===== config.mk =====
export PLATFORM = sky130hd
export DESIGN_NAME = rat_io_hub_flat
export DESIGN_NICKNAME = d
export VERILOG_FILES = /design/src/rtl/rat_io_pkg.sv /design/src/rtl/rat_io_hub_if.sv /design/src/rtl/irq_edge_sync.sv /design/src/rtl/rat_io_hub.sv /design/src/flat_wrapper.sv
export SDC_FILE = /design/constraint.sdc
export NUM_CORES = 1
export LEC_CHECK = 0
export CAP_MARGIN = 20
export CORE_UTILIZATION = 40
export DETAILED_ROUTE_END_ITERATION = 7
export DONT_BUFFER_PORTS = 1
export GPL_TIMING_DRIVEN = 0
export MAX_ROUTING_LAYER = met4
export PLACE_DENSITY = 0.65
export RECOVER_POWER = 50
export SYNTH_ARGS = -nofsm -noshare
export SYNTH_HDL_FRONTEND = slang
export SYNTH_HIERARCHICAL = 1
export SYNTH_SLANG_ARGS = --single-unit

===== constraint.sdc =====
create_clock -name CLK -period 1.5 [get_ports CLK]
set_input_delay 0.225 -clock CLK [delete_from_list [all_inputs] [get_ports CLK]]
set_output_delay 0.225 -clock CLK [all_outputs]
set_load 0.05 [all_outputs]

===== src/rtl/rat_io_pkg.sv =====
// Shared types and default port-ID map for the RAT MCU I/O hub.
package rat_io_pkg;

  typedef enum logic [1:0] {
    IDLE = 2'd0,
    FIRE = 2'd1,
    WAIT = 2'd2
  } irq_state_t;

  localparam logic [7:0] LEDS     = 8'h40;
  localparam logic [7:0] SWITCHES = 8'h20;
  localparam logic [7:0] STAT     = 8'hF0;
  localparam logic [7:0] MASK     = 8'hF1;

endpackage


===== src/rtl/rat_io_hub_if.sv =====
// MCU-side port bus of the RAT I/O hub: address, write data/strobe, read data, interrupt.
interface rat_io_hub_if;

  logic [7:0] PORT_ID;
  logic [7:0] OUT_PORT;
  logic       IO_STRB;
  logic [7:0] IN_PORT;
  logic       INTERRUPT;

  modport master (
    output PORT_ID, OUT_PORT, IO_STRB,
    input  IN_PORT, INTERRUPT
  );

  modport slave (
    input  PORT_ID, OUT_PORT, IO_STRB,
    output IN_PORT, INTERRUPT
  );

endinterface


===== src/rtl/irq_edge_sync.sv =====
// One interrupt source: two-flop synchronizer plus history flop for rising-edge detect.
module irq_edge_sync (
  input  logic CLK,
  input  logic RESET_N,
  input  logic src,
  output logic rise
);

  logic sync1;
  logic sync2;
  logic hist;

  // Reset to 1 so a line already high when reset releases is not seen as an edge
  always_ff @(posedge CLK or negedge RESET_N) begin
    if (!RESET_N) begin
      sync1 <= 1'b1;
      sync2 <= 1'b1;
      hist  <= 1'b1;
    end else begin
      sync1 <= src;
      sync2 <= sync1;
      hist  <= sync2;
    end
  end

  assign rise = sync2 & ~hist;

endmodule


===== src/rtl/rat_io_hub.sv =====
// Port-mapped output registers, input channel mux and maskable edge interrupts for the RAT MCU.
module rat_io_hub
  import rat_io_pkg::*;
#(
  parameter int         N_OUT       = 4,
  parameter int         N_IN        = 4,
  parameter int         N_IRQ       = 4,
  parameter logic [7:0] OUT_BASE    = LEDS,
  parameter logic [7:0] IN_BASE     = SWITCHES,
  parameter logic [7:0] IRQ_STAT_ID = STAT,
  parameter logic [7:0] IRQ_MASK_ID = MASK,
  parameter int         PULSE_LEN   = 2
) (
  input  logic                 CLK,
  input  logic                 RESET_N,
  rat_io_hub_if.slave          bus,
  input  logic [8*N_IN-1:0]    IN_DATA,
  input  logic [N_IRQ-1:0]     IRQ_SRC,
  output logic [8*N_OUT-1:0]   OUT_DATA
);

  if (N_OUT < 1 || N_OUT > 8) begin : g_bad_n_out
    $error("rat_io_hub: N_OUT must be 1..8");
  end
  if (N_IN < 1 || N_IN > 8) begin : g_bad_n_in
    $error("rat_io_hub: N_IN must be 1..8");
  end
  if (N_IRQ < 1 || N_IRQ > 8) begin : g_bad_n_irq
    $error("rat_io_hub: N_IRQ must be 1..8");
  end
  if (PULSE_LEN < 1 || PULSE_LEN > 15) begin : g_bad_pulse
    $error("rat_io_hub: PULSE_LEN must be 1..15");
  end
  if (int'(OUT_BASE) + N_OUT - 1 > 255) begin : g_bad_out_base
    $error("rat_io_hub: output bank runs past port 255");
  end
  if (int'(IN_BASE) + N_IN - 1 > 255) begin : g_bad_in_base
    $error("rat_io_hub: input bank runs past port 255");
  end

  logic [7:0]         out_idx;
  logic [7:0]         in_idx;
  logic               is_stat;
  logic               is_mask;
  logic               out_hit;
  logic               in_hit;
  logic               wr_stat;
  logic               wr_mask;
  logic               wr_out;
  logic [7:0]         rd_data;
  logic [7:0]         pending_ext;
  logic [7:0]         mask_ext;
  logic [7:0]         in_port_q;
  logic [8*N_OUT-1:0] out_q;
  logic [N_IRQ-1:0]   rise;
  logic [N_IRQ-1:0]   pending;
  logic [N_IRQ-1:0]   mask;
  logic [N_IRQ-1:0]   clr;
  logic               active;
  irq_state_t         state;
  irq_state_t         state_next;
  logic [3:0]         cnt;
  logic [3:0]         cnt_next;
  logic               irq_q;

  // Status and mask IDs win over the banks so an overlapping map still behaves predictably
  assign out_idx = bus.PORT_ID - OUT_BASE;
  assign in_idx  = bus.PORT_ID - IN_BASE;
  assign is_stat = (bus.PORT_ID == IRQ_STAT_ID);
  assign is_mask = (bus.PORT_ID == IRQ_MASK_ID);
  assign out_hit = (bus.PORT_ID >= OUT_BASE) && (out_idx < 8'(N_OUT));
  assign in_hit  = (bus.PORT_ID >= IN_BASE) && (in_idx < 8'(N_IN));

  assign wr_stat = bus.IO_STRB & is_stat;
  assign wr_mask = bus.IO_STRB & is_mask & ~is_stat;
  assign wr_out  = bus.IO_STRB & out_hit & ~is_stat & ~is_mask;

  always_comb begin
    pending_ext              = '0;
    mask_ext                 = '0;
    pending_ext[N_IRQ-1:0]   = pending;
    mask_ext[N_IRQ-1:0]      = mask;
    rd_data                  = 8'h00;
    if (is_stat) begin
      rd_data = pending_ext;
    end else if (is_mask) begin
      rd_data = mask_ext;
    end else if (in_hit) begin
      for (int k = 0; k < N_IN; k++) begin
        if (in_idx == 8'(k)) begin
          rd_data = IN_DATA[8*k +: 8];
        end
      end
    end
  end

  always_ff @(posedge CLK or negedge RESET_N) begin
    if (!RESET_N) begin
      in_port_q <= 8'h00;
      out_q     <= '0;
    end else begin
      in_port_q <= rd_data;
      for (int k = 0; k < N_OUT; k++) begin
        if (wr_out && out_idx == 8'(k)) begin
          out_q[8*k +: 8] <= bus.OUT_PORT;
        end
      end
    end
  end

  for (genvar i = 0; i < N_IRQ; i++) begin : g_sync
    irq_edge_sync u_sync (
      .CLK     (CLK),
      .RESET_N (RESET_N),
      .src     (IRQ_SRC[i]),
      .rise    (rise[i])
    );
  end

  // Write-one-to-clear; a fresh edge in the same cycle keeps the bit set
  assign clr = wr_stat ? bus.OUT_PORT[N_IRQ-1:0] : '0;

  always_ff @(posedge CLK or negedge RESET_N) begin
    if (!RESET_N) begin
      pending <= '0;
      mask    <= '0;
    end else begin
      pending <= (pending & ~clr) | rise;
      if (wr_mask) begin
        mask <= bus.OUT_PORT[N_IRQ-1:0];
      end
    end
  end

  assign active = |(pending & mask);

  always_ff @(posedge CLK or negedge RESET_N) begin
    if (!RESET_N) begin
      state <= IDLE;
      cnt   <= '0;
      irq_q <= 1'b0;
    end else begin
      state <= state_next;
      cnt   <= cnt_next;
      irq_q <= (state_next == FIRE);
    end
  end

  // WAIT blocks re-pulsing until every enabled pending bit has been cleared or masked
  always_comb begin
    state_next = state;
    cnt_next   = cnt;
    case (state)
      IDLE: begin
        if (active) begin
          state_next = FIRE;
          cnt_next   = 4'(PULSE_LEN - 1);
        end
      end
      FIRE: begin
        if (cnt == 4'd0) begin
          state_next = WAIT;
        end else begin
          cnt_next = cnt - 4'd1;
        end
      end
      WAIT: begin
        if (!active) begin
          state_next = IDLE;
        end
      end
      default: begin
        state_next = IDLE;
        cnt_next   = '0;
      end
    endcase
  end

  assign bus.IN_PORT   = in_port_q;
  assign bus.INTERRUPT = irq_q;
  assign OUT_DATA      = out_q;

endmodule


===== src/flat_wrapper.sv =====
// flat-port wrapper written by rule: the top's interface ports become plain ports
module rat_io_hub_flat import rat_io_pkg::*;
#(
  parameter int         N_OUT       = 4,
  parameter int         N_IN        = 4,
  parameter int         N_IRQ       = 4,
  parameter logic [7:0] OUT_BASE    = LEDS,
  parameter logic [7:0] IN_BASE     = SWITCHES,
  parameter logic [7:0] IRQ_STAT_ID = STAT,
  parameter logic [7:0] IRQ_MASK_ID = MASK,
  parameter int         PULSE_LEN   = 2
)
  (CLK, RESET_N, IN_DATA, IRQ_SRC, OUT_DATA, bus_PORT_ID, bus_OUT_PORT, bus_IO_STRB, bus_IN_PORT, bus_INTERRUPT);
  rat_io_hub_if bus_i ();
  input  logic CLK;
  input  logic RESET_N;
  input  logic [8*N_IN-1:0] IN_DATA;
  input  logic [N_IRQ-1:0] IRQ_SRC;
  output logic [8*N_OUT-1:0] OUT_DATA;
  input wire logic [$bits(bus_i.PORT_ID)-1:0] bus_PORT_ID;
  input wire logic [$bits(bus_i.OUT_PORT)-1:0] bus_OUT_PORT;
  input wire logic [$bits(bus_i.IO_STRB)-1:0] bus_IO_STRB;
  output wire logic [$bits(bus_i.IN_PORT)-1:0] bus_IN_PORT;
  output wire logic [$bits(bus_i.INTERRUPT)-1:0] bus_INTERRUPT;
  assign bus_i.PORT_ID = bus_PORT_ID;
  assign bus_i.OUT_PORT = bus_OUT_PORT;
  assign bus_i.IO_STRB = bus_IO_STRB;
  assign bus_IN_PORT = bus_i.IN_PORT;
  assign bus_INTERRUPT = bus_i.INTERRUPT;
  rat_io_hub #(.N_OUT(N_OUT), .N_IN(N_IN), .N_IRQ(N_IRQ), .OUT_BASE(OUT_BASE), .IN_BASE(IN_BASE), .IRQ_STAT_ID(IRQ_STAT_ID), .IRQ_MASK_ID(IRQ_MASK_ID), .PULSE_LEN(PULSE_LEN)) u_core (.CLK(CLK), .RESET_N(RESET_N), .bus(bus_i), .IN_DATA(IN_DATA), .IRQ_SRC(IRQ_SRC), .OUT_DATA(OUT_DATA));
endmodule

==> qor.csv, run 1 <==
metric,value,unit
outcome,"finished, violations left",
failing checks,hold timing,
RSZ-0062 raised after global routing,no,
metal2 WL,2880,um
Avg Inst Size Synth,14.0,um2
critical path depth,6,
worst reg2reg path depth,6,
Worst Path Max Fanout,5,
clk root buf,clkbuf_8,
Netlist cell types,48,
crit-path cells,inv_1 -> ha_2 -> nor3b_4 -> nor2_1 -> a21oi_1 -> o32ai_1,
die area,8050,um2
highest metal used,met4,
DRC,0,
Hold Buf Count CTS,4,
Tcrit/Tclk final,90.6,%
DRT iter0 DRCs,87,
Post-DP Area,3210,um2
"Seq/Total Area, Yosys",54.9,%
worst-margin pin slew,513,ps
top cell type's share of synthesized area,44.7,%
H-tree depth,3,
die height,89.7,um
highest clock rate,736,MHz
Worst slew margin,65.8,%
WP buf/inv,1,
CP Launch Type,flop,
Routed Antenna Nets,0,
TritonCTS clock tree,yes,
Overall Global Routing Usage,17.0,%
cell accounting for the most synthesized area,dfrtp_1,
vias in the first global route,1938,
Via-to-Cell Ratio,5.25,
worst setup path category,reg2reg,
Top Family by Delay on Critical Path,flip-flops,
VDD IR-drop max,0.620,mV
initial core utilization,42.0,%
Num Clock Sinks,67,
crit path DAT,1560,ps
Post-synth EDFFs,0,
final instance area,3500,um2
Syn Inst Count,220,
drt total wl,6260,um
final-report max-slew violation count,0,
Max Cap Violations,0,
routed wl met3,474,um
"Async S/R FF share, synth",100,%
Yosys reg bits,67,
Area Growth Syn to Fin,13.8,%
IO buf count,0,
Yosys Warn Count,6,
Final Hold Viols,67,
core box area,7330,um2
Placer Congestion,0.827,
initial antenna violation count,0,
clock buffer depth,2,
critical path data required time,1700,ps
via count,1789,
later-pin clock latency in the skew report,330,ps
"most common cell after layout, fill and taps aside",dfrtp_1,
dpl hpwl,4420,um
layout cells sized above 1,37.2,%
Crit. End Element,flop,
Synthesized Nets,278,
Filler cells,644,
# diodes,0,
"Net count, final",295,
grt ovf,0,
mapped cell area,3080,um2
most frequent cells in the layout,"55 x dfrtp_1, 28 x mux2_2, 12 x nor2_1, 12 x mux2_4, 11 x clkbuf_8",
number of buffers created by CTS,9,
post-route setup slack,141,ps
Final Skew,2.78,ps
Horiz. Die Dim,89.7,um
Post-Route Utilization,47.8,%
"CTS clk-pin slew, worst paths",80,ps
dpl ws,-17.5,ps
largest net degree at the start of global routing,68,
Rows,31,
synth top area cells,"dfrtp_1 45%, dfstp_2 10%, mux2_2 10%",
Leak,1.61,nW
IO Pins,96,
first-pass GRT wire length,10200,um
CP peak stage delay,380,ps
HP Class,in2async,
Worst path slowest cell,dfrtp_1,
wire length per cell,18.4,um
main flop type after synthesis,dfrtp_1,
Hold Slack,-421,ps
Finish-stage setup viols,0,
Total Power,4.82,mW
crit path time final,1360,ps
PwrDens,1380,nW/um2
TritonRoute pass-1 iters,4,
wl on met1,2850,um
[area by class of cell]
class	instances	area [um2]	area share (%)
Inverter	8	30.0	0.857
Timing Repair Buffer	6	55.1	1.57
Buffer	8	76.3	2.18
Multi-Input combinational cell	137	1280	36.5
Clock buffer	9	124	3.54
Tap cell	99	124	3.54
Clock inverter	7	124	3.54
Sequential cell	67	1690	48.3
[metrics by stage]
step	setup TNS (ps)	instances
global placement	0	319
floorplan	0	220
detailed placement	-24.5	319
global route	0	341
CTS	0	339
finish	0	341
[per-layer routing]
layer | GRT usage, % | up-vias
met5 | - | -
met4 | 7.51 | 0
met3 | 4.74 | 6
met2 | 24.4 | 77
met1 | 22.5 | 879
li1 | - | 827
[where the power goes]
part           internal, mW  switching [mW]
Clock                  1.12           0.727
Combinational         0.360           0.335
Sequential             1.96           0.325
Total                  3.43            1.39
[registers in the layout, indices dropped and copies added (netlist names)]
register / cells
u_core/OUT_DATA: 32
u_core/bus.IN_PORT: 8
u_core/cnt: 4
u_core/g_sync.u_sync/hist: 4
u_core/g_sync.u_sync/sync1: 4
u_core/g_sync.u_sync/sync2: 4
u_core/mask: 4
u_core/pending: 4
u_core/state: 2
u_core/bus.INTERRUPT: 1
[synth_stat cells, types with 2 or more instances]
library cell,number
mux4_2,3
nor2_1,12
dfrtp_1,55
nor2b_4,4
dfstp_2,12
o32ai_1,3
nor2b_1,8
a21o_1,4
a211oi_1,3
o32a_1,4
buf_6,4
o22ai_1,5
nor3_1,6
mux2_4,12
nand2_1,9
mux2_2,28
clkbuf_8,2
a22oi_1,2
a21oi_1,6
inv_1,8
ha_1,3
[path summary, 6_finish.rpt]
check | start | endpoint | slack [ps]
max in group asynchronous | RESET_N | u_core/g_sync[2].u_sync/hist | 1720
worst min-delay path | RESET_N | u_core/bus.IN_PORT[4] | -420
worst min register to register | u_core/g_sync[2].u_sync/sync1 | u_core/g_sync[2].u_sync/sync2 | 360
min in group CLK | bus_OUT_PORT[4] | u_core/OUT_DATA[20] | 30
worst max register to register | u_core/cnt[1] | u_core/cnt[1] | 140
worst max-delay path | u_core/cnt[1] | u_core/cnt[1] | 140
[repair_timing]
| action | in CTS | in global routing |
|---|---|---|
| resized for setup | 1 | 2 |
| cloned | 0 | 0 |
| endpoints found under the setup margin | 2 | 2 |
| setup buffers | 0 | 2 |
| hold endpoints to repair | 71 | 67 |
| pin swaps | 0 | 0 |
[cells by family after synthesis]
group / after synthesis / share of synthesized area [%]
AOI/OAI and AO/OA: 30 / 7.03
xor gates and xnor gates: 1 / 0.284
adders and majority gates: 3 / 1.22
buffers and inverters: 16 / 3.70
DFF: 67 / 54.9
muxes: 45 / 19.0
and+or+nand+nor: 58 / 13.9
[worst register-to-register path: stages (launching register included)]
cell and delay [ps]:
dfrtp_1 380, inv_1 90, ha_2 200, nor3b_4 260, nor2_1 80, a21oi_1 120
o32ai_1 100
Power figures use the tool's default switching activity.
==> run 2: changes to the inputs <==
- SYNTH_HIERARCHICAL: 1 -> unset
==> run 2 against run 1 <==
The run still ends with hold timing left. Sequential share of layout area up 3.3 points. Via count up 2.5%. Count of clock-buffer cells in the layout up 1. Total power down 9.3%.
==> qor.csv, run 2 <==
metric,value,unit,change
clock buffer depth,2,,unchanged
grt ovf,0,,unchanged
die area,7500,um2,was 8050 um2
Worst Path Max Fanout,5,,unchanged
Tcrit/Tclk final,94.1,%,was 90.6%
final non-filler cell total,342,,was 341
Num Clock Sinks,67,,unchanged
dpl hpwl,4100,um,was 4420 um
"CTS clk-pin slew, worst paths",70,ps,was 80 ps
Netlist cell types,38,,was 48
Final Hold Viols,67,,unchanged
"Net count, final",298,,was 295
layout cells sized above 1,31.3,%,was 37.2%
largest net degree at the start of global routing,68,,unchanged
Worst slew margin,63.5,%,was 65.8%
DRT iter0 DRCs,63,,was 87
via count,1834,,"was 1,789"
TritonRoute pass-1 iters,4,,unchanged
sequential share of power,52.3,%,was 47.4%
"most common cell after layout, fill and taps aside",dfrtp_1,,unchanged
Rows,30,,was 31
critical path data required time,1730,ps,was 1700 ps
Max Cap Violations,0,,unchanged
H-tree depth,3,,unchanged
number of flip-flops in the largest register,32,,unchanged
Total Power,4.37,mW,was 4.82 mW
Leak,1.48,nW,was 1.61 nW
clk root buf,clkbuf_8,,unchanged
synth top area cells,"dfrtp_1 48%, mux2_2 14%, dfstp_2 11%",,"was dfrtp_1 45%, dfstp_2 10%, mux2_2 10%"
IO Pins,96,,unchanged
Hold Slack,-425,ps,was -421 ps
CP Launch Type,flop,,unchanged
main flop type after synthesis,dfrtp_1,,unchanged
highest clock rate,708,MHz,was 736 MHz
Crit. Startpoint,u_core.cnt[0],,was u_core/cnt[1]
PwrDens,1330,nW/um2,was 1380 nW/um2
VDD IR-drop max,0.631,mV,was 0.620 mV
first-pass GRT wire length,9180,um,"was 10,200 um"
vias in the first global route,1884,,"was 1,938"
die height,86.6,um,was 89.7 um
final-report max-slew violation count,0,,unchanged
sw power,1.31,mW,was 1.39 mW
crit path to,u_core.cnt[1],,was u_core/cnt[1]
Routed Antenna Nets,0,,unchanged
Commonest cells post-synth,"55 x dfrtp_1, 36 x mux2_2, 18 x o21ai_0",,"was 55 x dfrtp_1, 28 x mux2_2, 12 x dfstp_2, 12 x mux2_4, 12 x nor2_1"
most frequent cells in the layout,"55 x dfrtp_1, 36 x mux2_2, 15 x inv_1, 15 x o21ai_0",,"was 55 x dfrtp_1, 28 x mux2_2, 12 x nor2_1, 12 x mux2_4, 11 x clkbuf_8"
Via-to-Cell Ratio,5.36,,was 5.25
# diodes,0,,unchanged
worst r2r src,u_core.cnt[0],,was u_core/cnt[1]
Comb pwr share,14.4,%,about the same
outcome,"finished, violations left",,unchanged
Syn Inst Count,219,,was 220
Crit. End Element,flop,,unchanged
sw frac,29.9,%,was 28.8%
Yosys reg bits,67,,unchanged
failing checks,hold timing,,unchanged
Clk network pwr share,33.3,%,was 38.2%
top-count cell post-synth,dfrtp_1,,unchanged
top cell type's share of synthesized area,48.1,%,was 44.7%
Yosys Warn Count,0,,was 6
Post-synth EDFFs,0,,unchanged
worst r2r dst,u_core.cnt[1],,was u_core/cnt[1]
TritonCTS clock tree,yes,,unchanged
Filler cells,620,,was 644
Reg2Reg Setup Slack,90,ps,was 140 ps
Synthesized Nets,276,,was 278
crit path time final,1410,ps,was 1360 ps
setup_tns,0,ps,unchanged
internal power,3.06,mW,was 3.43 mW
initial core utilization,41.7,%,was 42.0%
core box area,6870,um2,was 7330 um2
number of buffers created by CTS,9,,unchanged
wire length per cell,16.9,um,was 18.4 um
Finish-stage setup viols,0,,unchanged
cell accounting for the most synthesized area,dfrtp_1,,unchanged
worst reg2reg path depth,5,,was 6
Overall Global Routing Usage,17.4,%,was 17.0%
"Seq/Total Area, Yosys",59.1,%,was 54.9%
HP Class,in2async,,unchanged
Final Skew,8.60,ps,was 2.78 ps
Placer Congestion,0.748,,was 0.827
Placed Cells,315,,was 319
worst-margin pin slew,543,ps,was 513 ps
initial antenna violation count,0,,unchanged
IO buf count,0,,unchanged
Avg Inst Size Synth,13.1,um2,was 14.0 um2
worst setup path category,reg2reg,,unchanged
"Async S/R FF share, synth",100,%,unchanged
Horiz. Die Dim,86.6,um,was 89.7 um
drt total wl,5760,um,was 6260 um
mapped cell area,2860,um2,was 3080 um2
later-pin clock latency in the skew report,340,ps,was 330 ps
Area Growth Syn to Fin,14.5,%,was 13.8%
DRC,0,,unchanged
crit path DAT,1640,ps,was 1560 ps
==> run 2: cell families (layout without fill, tap and decap cells) <==
group,Yosys count,in the layout,synth area share [%]
fa+ha+maj,2,2,0.874
simple gates,37,37,8.13
compound gates,47,47,10.6
buf+inv,21,48,2.80
flops,67,67,59.1
xor+xnor,1,1,0.306
mux,44,44,18.3
==> run 2: worst max-delay path, cell delays in order, from the launching register on <==
cell     delay (ps)
dfrtp_1         380
inv_1            80
ha_2            200
nor3b_4         290
o21ai_1         100
a32o_1          260
==> run 2: layout make-up <==
cell class / count / area (um2) / area share, %
clock buffer: 10 / 128 / 3.89
sequential: 67 / 1690 / 51.6
tap: 96 / 120 / 3.66
buffer: 5 / 20.0 / 0.611
inverter: 16 / 60.1 / 1.83
clock inverter: 6 / 66.3 / 2.02
timing repair buffer: 11 / 105 / 3.21
multi-input combinational: 131 / 1090 / 33.2
==> run 2: worst min-delay path by stage <==
stage | from | endpoint | cells past startpoint
after CTS | RESET_N | u_core.OUT_DATA[27] | 0
after global placement | RESET_N | u_core.OUT_DATA[12] | 0
after global routing | RESET_N | u_core.OUT_DATA[7] | 0
after detailed placement | RESET_N | u_core.OUT_DATA[12] | 0
after floorplan | RESET_N | u_core.OUT_DATA[0] | 0
final | RESET_N | u_core.OUT_DATA[7] | 0
==> run 2: per-layer routing <==
metal,wire length [um],GRT usage (%)
met1,2410,19.7
met2,2710,27.5
met5,0,-
met4,70,7.27
met3,568,6.95
==> run 2: power groups by stage <==
| stage | logic [mW] | clock network [mW] | registers [mW] |
|---|---|---|---|
| 6_report | 0.629 | 1.45 | 2.29 |
| 4_1_cts | 0.592 | 1.51 | 2.29 |
| 5_1_grt | 0.715 | 1.60 | 2.31 |
| 3_3_place_gp | 0.505 | 0 | 2.31 |
| 3_5_place_dp | 0.533 | 0 | 2.32 |
| 2_1_floorplan | 0.447 | 0 | 2.29 |
==> run 2: metrics by stage <==
step / hold WS (ps) / utilization [%] / area, um2 / setup WS (ps)
final: -425 / 47.7 / 3280 / 88.0
after global routing: -460 / 47.7 / 3280 / -4.35
after CTS: -449 / 47.6 / 3270 / 13.1
after detailed placement: -69.7 / 43.5 / 2990 / -173
after global placement: -69.5 / 43.5 / 2990 / -132
after floorplan: -70.6 / - / 2870 / 68.4
==> run 2: timing repair <==
| item | CTS | global route |
|---|---|---|
| setup endpoints to repair | 3 | 4 |
| gates resized for setup | 1 | 4 |
| endpoints found under the hold margin | 74 | 69 |
| pin swaps | 0 | 1 |
| buffers inserted | 1 | 1 |
| hold buffers | 7 | 2 |
==> run 3: changes to the inputs <==
- CORE_ASPECT_RATIO: unset -> 0.5
- CTS_CLUSTER_SIZE: unset -> 30
==> run 3 against run 2 <==
Fmax decreased by 1.0%. Die area is 0.28% higher. Count of clock-buffer cells in the layout rose by 1. First-iteration DRC count increased by 75%. Largest power group unchanged. Critical endpoint unchanged. Routed wire length grew 2.9%. Cell area is 2.2% higher. Final cell count decreased by 3.2%. The run still ends with hold timing left. Global-route usage is 0.56 points higher. Critical path type unchanged. Clock skew fell by 1.1 ps. Total power rose by 15%.
==> qor.csv, run 3 (synthesis results as in run 2) <==
metric,value,unit,change
"Net count, final",291,,was 298
crit path DAT,1630,ps,was 1640 ps
Total Power,5.03,mW,was 4.37 mW
Area Growth Syn to Fin,17.0,%,was 14.5%
Crit. End Element,flop,,unchanged
worst setup path category,reg2reg,,unchanged
core box area,6810,um2,was 6870 um2
VDD IR-drop max,1.03,mV,was 0.631 mV
Filler cells,607,,was 620
die height,61.8,um,was 86.6 um
Multi-input gate area,1110,um2,was 1090 um2
Rows,21,,was 30
sw frac,27.4,%,was 29.9%
Worst slew margin,66.6,%,was 63.5%
clk root buf,clkbuf_16,,was clkbuf_8
Hold Buf Count CTS,4,,was 7
"CTS clk-pin slew, worst paths",60,ps,was 70 ps
HP Class,in2async,,unchanged
drt total wl,5930,um,was 5760 um
highest clock rate,701,MHz,was 708 MHz
Overall Global Routing Usage,18.0,%,was 17.4%
outcome,"finished, violations left",,unchanged
Final Hold Viols,67,,unchanged
Placed Cells,311,,was 315
most frequent cells in the layout,"55 x dfrtp_1, 36 x mux2_2, 18 x o21ai_0, 15 x inv_1, 12 x nand2_1",,"was 55 x dfrtp_1, 36 x mux2_2, 15 x inv_1, 15 x o21ai_0"
Worst path slowest cell,dfrtp_1,,unchanged
largest net degree at the start of global routing,68,,unchanged
Clk network pwr share,42.5,%,was 33.3%
clock buffer depth,2,,unchanged
critical path data required time,1710,ps,was 1730 ps
crit path time final,1430,ps,was 1410 ps
number of flip-flops in the largest register,32,,unchanged
Via-to-Cell Ratio,5.38,,was 5.36
IO buf count,0,,unchanged
vias in the first global route,1934,,"was 1,884"
later-pin clock latency in the skew report,320,ps,was 340 ps
Finish-stage setup viols,0,,unchanged
CP Launch Type,flop,,unchanged
DRC,0,,unchanged
number of buffers created by CTS,9,,unchanged
"most common cell after layout, fill and taps aside",dfrtp_1,,unchanged
DRT iter0 DRCs,110,,was 63
register area,1690,um2,unchanged
Hold Slack,-406,ps,was -425 ps
sw power,1.37,mW,was 1.31 mW
Tcrit/Tclk final,95.1,%,was 94.1%
CP peak stage delay,390,ps,was 380 ps
H-tree depth,3,,unchanged
initial antenna violation count,0,,unchanged
Final Skew,7.46,ps,was 8.60 ps
die area,7520,um2,was 7500 um2
Worst Path Max Fanout,5,,unchanged
via count,1780,,"was 1,834"
worst r2r src,u_core.cnt[0],,unchanged
final non-filler cell total,331,,was 342
Leak,1.51,nW,was 1.48 nW
TritonCTS clock tree,yes,,unchanged
TritonRoute pass-1 iters,4,,unchanged
initial core utilization,42.1,%,was 41.7%
sequential share of power,45.7,%,was 52.3%
crit-path cells,inv_1 -> ha_2 -> nor3b_4 -> o21ai_0 -> a32o_1,,was inv_1 -> ha_2 -> nor3b_4 -> o21ai_1 -> a32o_1
RSZ-0062 raised after global routing,no,,
PwrDens,1500,nW/um2,was 1330 nW/um2
Horiz. Die Dim,122,um,was 86.6 um
Placer Congestion,0.829,,was 0.748
IO Pins,96,,unchanged
Comb pwr share,11.8,%,was 14.4%
layout cells sized above 1,32.2,%,was 31.3%
Max Cap Violations,0,,unchanged
dpl hpwl,4260,um,was 4100 um
failing checks,hold timing,,unchanged
Num Clock Sinks,67,,unchanged
internal power,3.65,mW,was 3.06 mW
final-report max-slew violation count,0,,unchanged
wire length per cell,17.9,um,was 16.9 um
grt ovf,0,,unchanged
Crit. Startpoint,u_core.cnt[0],,unchanged
# diodes,0,,unchanged
first-pass GRT wire length,9340,um,was 9180 um
Routed Antenna Nets,0,,unchanged
worst-margin pin slew,501,ps,was 543 ps
==> run 3: changes by cell type in the layout (fill, tap and decap cells not counted), sizes merged <==
cell	previous run	this run
dlygate4sd3	9	4
inv	15	16
buf	3	2
clkinvlp	3	1
==> run 3: path summary, 6_finish.rpt <==
kind | end | slack (ps) | cells after the start
worst max-delay path | u_core.cnt[1] | 70 | 5
worst min-delay path | u_core.OUT_DATA[9] | -410 | 0
worst max register to register | u_core.cnt[1] | 70 | 5
worst min register to register | u_core.g_sync[3].u_sync.sync2 | 360 | 0
max in group asynchronous | u_core.g_sync[1].u_sync.sync1 | 1700 | 0
min in group CLK | u_core.OUT_DATA[24] | 40 | 1
==> run 3: what timing repair did <==
action                                  CTS  global route
endpoints found under the setup margin    3             2
setup buffers                             1             0
gates resized for setup                   1             1
hold endpoints to repair                 71            67
==> run 3: power by group through the flow <==
stage | clock, mW | combinational, mW | sequential (mW)
after floorplan | 0 | 0.447 | 2.29
after global placement | 0 | 0.503 | 2.31
after detailed placement | 0 | 0.532 | 2.32
after CTS | 2.19 | 0.590 | 2.30
after global routing | 2.27 | 0.654 | 2.32
final | 2.14 | 0.593 | 2.30
==> run 3: routing by layer <==
| metal | GRT usage (%) | routed length [um] |
|---|---|---|
| met1 | 18.7 | 2500 |
| met2 | 30.8 | 3010 |
| met3 | 7.94 | 382 |
| met4 | 7.05 | 42 |
| met5 | - | 0 |
==> run 3: critical path, delay by kind of cell, from the launching register on <==
family / cells / cell delay (ps)
buffers and inverters: 1 / 100
flip-flops: 1 / 390
adder cells (fa/ha/maj): 1 / 190
AO/OA/AOI/OAI: 2 / 370
AND/OR/NAND/NOR: 1 / 260
==> run 3: area by class of cell <==
| type | count | area share (%) |
|---|---|---|
| flip-flops and latches | 67 | 50.5 |
| multi-input cells | 131 | 33.0 |
| clock buffers | 11 | 7.55 |
| well taps | 92 | 3.44 |
| clock inverters | 5 | 1.79 |
| inverters | 16 | 1.79 |
| repair buffers | 5 | 1.42 |
| plain buffers | 4 | 0.486 |
==> run 3: stage by stage <==
step	setup slack [ps]	hold WS, ps	area [um2]	setup TNS [ps]	util, %
final	73.4	-406	3350	0	49.2
after global routing	1.53	-426	3350	0	49.2
after CTS	63.3	-421	3350	0	49.2
after detailed placement	-130	-68.8	2980	-1040	43.9
after global placement	-92.8	-68.7	2980	-440	43.9
after floorplan	68.4	-70.6	2870	0	-
